### src/rtl/rf_plus_alu_16bits.sv
// rf_plus_alu_16bits: 8x16 register file feeding a 16-bit ALU with operand muxes and registered flags
module rf_plus_alu_16bits (
  input  logic        clk,
  input  logic        clr,
  input  logic [15:0] wr_data,
  input  logic [15:0] pc,
  input  logic [7:0]  instr,
  input  logic [2:0]  wr_addr,
  input  logic [2:0]  rd_addr_a,
  input  logic [2:0]  rd_addr_b,
  input  logic [1:0]  alu_srcb,
  input  logic [1:0]  alu_ctrl,
  input  logic        wr_e,
  input  logic        e_flag,
  input  logic        alu_srca,
  output logic [15:0] rd_a,
  output logic [15:0] rd_b,
  output logic [15:0] alu_out,
  output logic [15:0] mem_wd,
  output logic        c,
  output logic        n,
  output logic        z,
  output logic        v
);
  logic [15:0] regs [8];
  logic [15:0] a, b, bx;
  logic [16:0] sum;
  logic        sub, arith, c_nx, v_nx;
  always_ff @(posedge clk)
    if (clr) regs <= '{default: '0};
    else if (wr_e) regs[wr_addr] <= wr_data;
  assign rd_a   = regs[rd_addr_a];
  assign rd_b   = regs[rd_addr_b];
  assign mem_wd = rd_b;
  assign a = alu_srca ? rd_a : pc;
  assign b = alu_srcb == 2'b00 ? rd_b :
             alu_srcb == 2'b01 ? 16'h0001 :
             alu_srcb == 2'b10 ? {{11{instr[4]}}, instr[4:0]} :
                                 {{8{instr[7]}}, instr[7:0]};
  assign arith = alu_ctrl[1];
  assign sub   = alu_ctrl == 2'b11;
  // subtraction is A + ~B + 1 so carry out means "no borrow"
  assign bx  = sub ? ~b : b;
  assign sum = {1'b0, a} + {1'b0, bx} + {16'b0, sub};
  always_comb begin
    alu_out = alu_ctrl == 2'b00 ? a & b :
              alu_ctrl == 2'b01 ? a | b : sum[15:0];
    c_nx = arith & sum[16];
    v_nx = arith & ((a[15] ^ b[15]) == sub) & (sum[15] != a[15]);
  end
  always_ff @(posedge clk)
    if (clr) {c, n, z, v} <= '0;
    else if (e_flag) {c, n, z, v} <= {c_nx, alu_out[15], alu_out == 16'h0, v_nx};
endmodule

### config.mk
export PLATFORM = sky130hd
export DESIGN_NAME = rf_plus_alu_16bits
export DESIGN_NICKNAME = d
export VERILOG_FILES = /design/src/rtl/rf_plus_alu_16bits.sv
export SDC_FILE = /design/constraint.sdc
export NUM_CORES = 1
export LEC_CHECK = 0
export CAP_MARGIN = 20
export CORE_UTILIZATION = 56
export CTS_CLUSTER_DIAMETER = 50
export DETAILED_ROUTE_END_ITERATION = 12
export PLACE_DENSITY = 0.82
export SYNTH_ARGS = -nofsm -noshare
export SYNTH_HDL_FRONTEND = slang
export SYNTH_SLANG_ARGS = --single-unit
### constraint.sdc
create_clock -name clk -period 13.9 [get_ports clk]
set_clock_uncertainty 0.15 [all_clocks]
set_input_delay 3.475 -clock clk [delete_from_list [all_inputs] [get_ports clk]]
set_output_delay 3.475 -clock clk [all_outputs]
set_load 0.02 [all_outputs]
==> flow_metrics.env, run 1 <==
export IMPL_status="finished clean"
export IMPL_dp_hpwl_um=18670
export IMPL_ys_ff_latch=132
export IMPL_finalHoldViolations=0
export IMPL_post_route_min_period_ns=12.14
export IMPL_synth_area_leaders="dfxtp_1 31%, nand2_1 13%, mux4_2 12%"
export IMPL_reg2reg_depth=16
export IMPL_fin_crit_sh_pct=87.33
export IMPL_ys_flop_type="dfxtp_1"
export IMPL_drive_gt1_share_pct=12.68
export IMPL_maxSlewViolCount=0
export IMPL_cp_endpoint="alu_out[14]"
export IMPL_critPathLaunch="rd_addr_a[0]"
export IMPL_num_antenna_cells=0
export IMPL_yosysTopAreaCell="dfxtp_1"
export IMPL_netlist_area_um2=8568
export IMPL_rsz0062_at_grt="false"
export IMPL_fmax_mhz=82.38
export IMPL_total_power_mw=1.088
export IMPL_tightest_slew_ns=1.090
export IMPL_die_y_um=125.7
export IMPL_synthArstFlopShare_pct=0
export IMPL_ys_seq_area_share_pct=30.84
export IMPL_first_pass_iters=5
export IMPL_yosys_cell_types_count=61
export IMPL_num_vias=8320
export IMPL_dp_cells=1279
export IMPL_final_setup_viol_count=0
export IMPL_synth_top_area_share_pct=30.84
export IMPL_power_density_nw_per_um2=106.1
export IMPL_worstReg2RegStart="regs[17]"
export IMPL_root_buffer="clkbuf_16"
export IMPL_final_nets=1191
export IMPL_synth_common_cells="297 x nand2_1, 151 x a21oi_1, 132 x dfxtp_1, 46 x nor2_1, 44 x mux4_2"
export IMPL_cts_setup_buffers=0
export IMPL_r2r_end="z"
export IMPL_initial_utilization_pct=58.07
export IMPL_endpoint_kind="output port"
export IMPL_rows=44
export IMPL_antenna_left=0
export IMPL_start_kind="primary input"
export IMPL_synth_warnings=0
export IMPL_cp_arrival_ns=8.51
export IMPL_via_per_inst=6.341
export IMPL_fin_setup_tns_ns=0
export IMPL_ctsResizeCount=0
export IMPL_die_w_um=125.7
export IMPL_clkTransAtPathRegs_ns=0.06
export IMPL_slew_headroom_pct=27.28
export IMPL_cts_sink_count=132
export IMPL_cp_max_fo=16
export IMPL_required_ns=10.27
export IMPL_multi_input_area_um2=5361
export IMPL_wl_um=28010
export IMPL_seqCellArea_um2=2643
export IMPL_cts_htree_levels=4
export IMPL_worst_slack_ns=1.762
export IMPL_port_buffers=125
export IMPL_area_delta_synth_final_pct=19.63
export IMPL_drtIter0Drc=939
export IMPL_avgSynthCellArea_um2=8.176
export IMPL_reg2reg_setup_slack_ns=9.29
export IMPL_clock_latency_ns=0.42
export IMPL_hold_path_class="reg -> reg"
export IMPL_wire_per_inst_um=21.35
export IMPL_final_cell_count_no_fill=1312
export IMPL_die_area_um2=15800
export IMPL_max_cap_violations=0
export IMPL_leakage_nw=3.810
export IMPL_grt_first_pass_wirelength_um=44130
export IMPL_whs_ns=0.3072
export IMPL_synth_most_common_cell="nand2_1"
export IMPL_grt_pass1_vias=8130
export IMPL_cts_buffers_inserted=17
export IMPL_vdd_ir_drop_max_uv=93.31
export IMPL_drc_errors=0
export IMPL_track_usage_pct=36.45
export IMPL_cts_hold_buf=0
export IMPL_gp_congestion=1.018
export IMPL_path_class="in -> out"
export IMPL_cts_tree="done"
export IMPL_grt_max_degree=93
export IMPL_placeableCoreArea_um2=14750
export IMPL_synth_edf_count=0
export IMPL_io_pins=126
export IMPL_overflow=0
export IMPL_cts_max_path_buffers=2
export IMPL_netlist_instances=1048
export IMPL_antenna_found_initial=0
export IMPL_syn_num_nets=1124
export IMPL_fillers=1141
export IMPL_pre_cts_ws_ns=1.824
[worst min-delay path by stage]
stage | from | end | slack, ns | depth (start not counted)
2_1_floorplan | regs[25] | regs[25] | 0.29 | 2
3_3_place_gp | v | v | 0.29 | 2
3_5_place_dp | v | v | 0.30 | 2
4_1_cts | v | v | 0.31 | 2
5_1_grt | regs[31] | regs[31] | 0.33 | 2
6_report | v | v | 0.31 | 2
[layout make-up]
type                       instances  share of cell area [%]
clock buffer                      21                   4.492
clock inverter                    11                   1.001
inverter                          23                  0.8423
multi-input combinational        800                   52.31
sequential                       132                   25.78
tap                              184                   2.246
timing repair buffer             141                   13.33
[cells by family after synthesis]
group / synth area share [%]
AND/OR/NAND/NOR: 19.16
AO/OA/AOI/OAI: 16.00
buffers and inverters: 6.790
adder cells (fa/ha/maj): 3.928
flip-flops: 30.84
multiplexers: 20.41
XOR/XNOR: 2.862
[per-layer routing]
metal  up-vias  global-route usage, %  routed length (um)
met5         -                      0                   0
met4         0                  17.93                1198
met3        95                  7.349                2977
met2       569                  60.78               13290
met1      3893                  45.14               10540
li1       3763                      -                   -
[per-stage QoR]
stage               util [%]  cell area [um2]
floorplan                  -             8568
global placement       65.55             9672
detailed placement     65.55             9672
CTS                    69.37            10230
global route           69.47            10250
finish                 69.47            10250
[critical path, cell delays in order]
cell and delay (ns):
clkdlybuf4s50_1 1.01, buf_4 0.43, mux2i_1 0.24, a22o_1 0.23
o31ai_1 0.10, and3_1 0.25, nand3b_1 0.21, fa_1 0.42
a21o_1 0.20, o2bb2ai_1 0.19, o211ai_1 0.21, a31oi_1 0.14
a21o_1 0.20, a21oi_1 0.24, xnor2_1 0.15, mux2_2 0.20
clkdlybuf4s50_1 0.60
[cells in the final DEF, fill, tap and decap left out, types with 6 or more instances in the layout]
cell type / n
nand2_1: 297
nor2b_1: 8
a21oi_1: 151
a22o_1: 9
maj3_1: 7
mux2_2: 25
nand2b_1: 9
clkdlybuf4s50_1: 122
nor2_1: 43
o21ai_0: 15
buf_4: 16
inv_1: 22
ha_1: 17
mux4_2: 44
clkbuf_16: 17
clkinvlp_4: 6
a221oi_1: 7
mux2i_1: 39
xnor2_1: 21
o22ai_1: 6
xor2_1: 7
dfxtp_1: 132
a21o_1: 8
[state kept, by name, indices dropped and copies added, names as in the netlist]
register and cells:
v 1, regs 128, n 1, c 1
z 1
[where the power goes]
group	total (mW)	internal [mW]	switching, mW
logic	0.267	0.116	0.151
registers	0.394	0.387	0.00667
clock network	0.427	0.255	0.172
total	1.09	0.758	0.329
No activity file was read; power rests on OpenSTA's default activity.
==> inputs of run 2 (changes only) <==
--- a/config.mk
+++ b/config.mk
@@ -6,10 +6,9 @@
 export NUM_CORES = 1
 export LEC_CHECK = 0
 export CAP_MARGIN = 20
-export CORE_UTILIZATION = 56
+export CORE_UTILIZATION = 40
 export CTS_CLUSTER_DIAMETER = 50
 export DETAILED_ROUTE_END_ITERATION = 12
-export PLACE_DENSITY = 0.82
 export SYNTH_ARGS = -nofsm -noshare
 export SYNTH_HDL_FRONTEND = slang
 export SYNTH_SLANG_ARGS = --single-unit
==> constraint.sdc (replaced) <==
create_clock -name clk -period 9.88 [get_ports clk]
set_clock_uncertainty 0.15 [all_clocks]
set_input_delay 2.47 -clock clk [delete_from_list [all_inputs] [get_ports clk]]
set_output_delay 2.47 -clock clk [all_outputs]
set_load 0.02 [all_outputs]
==> run 2 against run 1 <==
  * Wire length up 4.9%
  * Via count down 3.8%
  * First-iteration DRC count down 26%
  * Critical path type unchanged
  * Largest cell class unchanged
  * Cell count up 7.7%
  * Global-route usage down 9.1 points
  * Critical endpoint is now alu_out[15]
  * Clock power up 45%
  * Flip-flop and latch count unchanged
  * Highest routed layer unchanged
==> flow_metrics.env, run 2 (synthesis results as in run 1) <==
export IMPL_status="finished clean"
export IMPL_max_cap_violations=0
export IMPL_fin_setup_tns_ns=0
export IMPL_pwr_share_seq_pct=35.6
export IMPL_die_y_um=148.4
export IMPL_post_route_min_period_ns=9.576
export IMPL_placeableCoreArea_um2=21020
export IMPL_cts_setup_buffers=0
export IMPL_finalHoldViolations=0
export IMPL_track_usage_pct=27.31
export IMPL_reg2reg_depth=16
export IMPL_slew_headroom_pct=22.68
export IMPL_holdPathStages=2
export IMPL_worst_path_most_repeated_cell="buf_4"
export IMPL_rsz0062_at_grt="false"
export IMPL_layout_commonest_cell="nand2_1"
export IMPL_port_buffers=125
export IMPL_tightest_slew_ns=1.159
export IMPL_dp_cells=1381
export IMPL_largest_reg_flops=128
export IMPL_switchingPower_mw=0.4665
export IMPL_cts_buffers_inserted=17
export IMPL_cts_hold_buf=0
export IMPL_p_clk_share_pct=39.7
export IMPL_grt_first_pass_wirelength_um=44860
export IMPL_gp_congestion=0.9137
export IMPL_initial_utilization_pct=40.76
export IMPL_maxSlewViolCount=0
export IMPL_cts_tree="done"
export IMPL_combPwrFrac_pct=24.7
export IMPL_hold_path_class="reg -> reg"
export IMPL_die_w_um=148.4
export IMPL_grt_max_degree=74
export IMPL_final_nets=1202
export IMPL_drc_errors=0
export IMPL_fin_crit_sh_pct=96.92
export IMPL_wire_per_inst_um=20.80
export IMPL_rows=53
export IMPL_overflow=0
export IMPL_power_density_nw_per_um2=148.0
export IMPL_die_area_um2=22010
export IMPL_slowest_delay_ns=0.59
export IMPL_ctsResizeCount=0
export IMPL_leakage_nw=3.898
export IMPL_fillers=2036
export IMPL_fmax_mhz=104.4
export IMPL_drtIter0Drc=693
export IMPL_cts_htree_levels=4
export IMPL_cp_max_fo=20
export IMPL_path_class="in -> out"
export IMPL_worst_path_max_delay_cell="clkdlybuf4s50_1"
export IMPL_switching_share_pct=30.00
export IMPL_drive_gt1_share_pct=13.88
export IMPL_cts_max_path_buffers=2
export IMPL_clkTransAtPathRegs_ns=0.06
export IMPL_grt_pass1_vias=7628
export IMPL_via_per_inst=5.662
export IMPL_cellInternalPower_mw=1.089
export IMPL_required_ns=7.26
export IMPL_io_pins=126
export IMPL_cp_arrival_ns=6.96
export IMPL_final_cell_count_no_fill=1413
export IMPL_area_delta_synth_final_pct=22.63
export IMPL_num_antenna_cells=0
export IMPL_vdd_ir_drop_max_uv=93.22
export IMPL_wl_um=29390
export IMPL_start_kind="primary input"
export IMPL_endpoint_kind="output port"
export IMPL_root_buffer="clkbuf_16"
export IMPL_largest_register="regs"
export IMPL_dp_hpwl_um=20490
export IMPL_antenna_found_initial=0
export IMPL_num_vias=8000
export IMPL_cts_sink_count=132
export IMPL_final_cell_mix="297 x nand2_1, 151 x a21oi_1, 132 x dfxtp_1, 120 x clkdlybuf4s50_1, 44 x mux4_2"
export IMPL_clock_latency_ns=0.43
export IMPL_first_pass_iters=5
export IMPL_final_setup_viol_count=0
export IMPL_path_cells="buf_2 > buf_4 > buf_4 > mux4_2 > nor2b_1 > a221oi_1 > mux2_4 > ha_1 > nand2_1 > or3_1 > o21ai_2 > a211oi_1 > buf_4 > xnor2_1 > a21oi_1 > inv_1 > clkdlybuf4s50_1"
export IMPL_antenna_left=0
==> run 2: stage by stage <==
stage	instance area [um2]	utilization, %	worst slack, ns	hold slack, ns	power [mW]
2_1_floorplan	8568	-	1.410	0.2929	0.8087
3_3_place_gp	9888	47.04	0.3365	0.2943	0.9429
3_5_place_dp	9903	47.11	0.2439	0.3027	0.9450
4_1_cts	10480	49.84	0.2290	0.3164	1.559
5_1_grt	10510	49.99	0.08303	0.3207	1.618
6_report	10510	49.99	0.3042	0.3051	1.555
==> run 2: area by class of cell <==
type                       count  area [um2]  share of cell area (%)
tap                          275       344.1                   3.275
multi-input combinational    800        5381                   51.21
clock buffer                  19       442.9                   4.215
clock inverter                12       131.4                   1.250
timing repair buffer         152        1479                   14.07
inverter                      23       86.33                  0.8216
sequential                   132        2643                   25.15
==> run 2: worst max-delay path: cells and delay by family <==
| kind | cells | cell delay (ns) |
|---|---|---|
| muxes | 2 | 0.82 |
| xor gates and xnor gates | 1 | 0.18 |
| and+or+nand+nor | 3 | 0.61 |
| AOI/OAI and AO/OA | 4 | 0.54 |
| adders and majority gates | 1 | 0.39 |
| buffers and inverters | 6 | 1.93 |
==> run 2: per-layer routing <==
metal	track usage [%]	vias up	routed length (um)
met5	0	-	0
met4	11.24	0	921
met2	45.82	320	14010
li1	-	3792	-
met3	4.387	60	1966
met1	34.85	3828	12490
==> run 2: power by group through the flow <==
stage          registers [mW]  clock network [mW]  logic, mW
6_report                0.553               0.618      0.384
5_1_grt                 0.554               0.652      0.412
4_1_cts                 0.553               0.624      0.382
3_5_place_dp            0.564                   0      0.381
3_3_place_gp            0.564                   0      0.379
2_1_floorplan           0.562                   0      0.246
==> run 2: final timing paths <==
check | endpoint | startpoint | slack, ns
max | alu_out[15] | rd_addr_a[2] | 0.30
min | v | v | 0.31
max reg2reg | z | regs[1] | 5.34
min reg2reg | v | v | 0.31
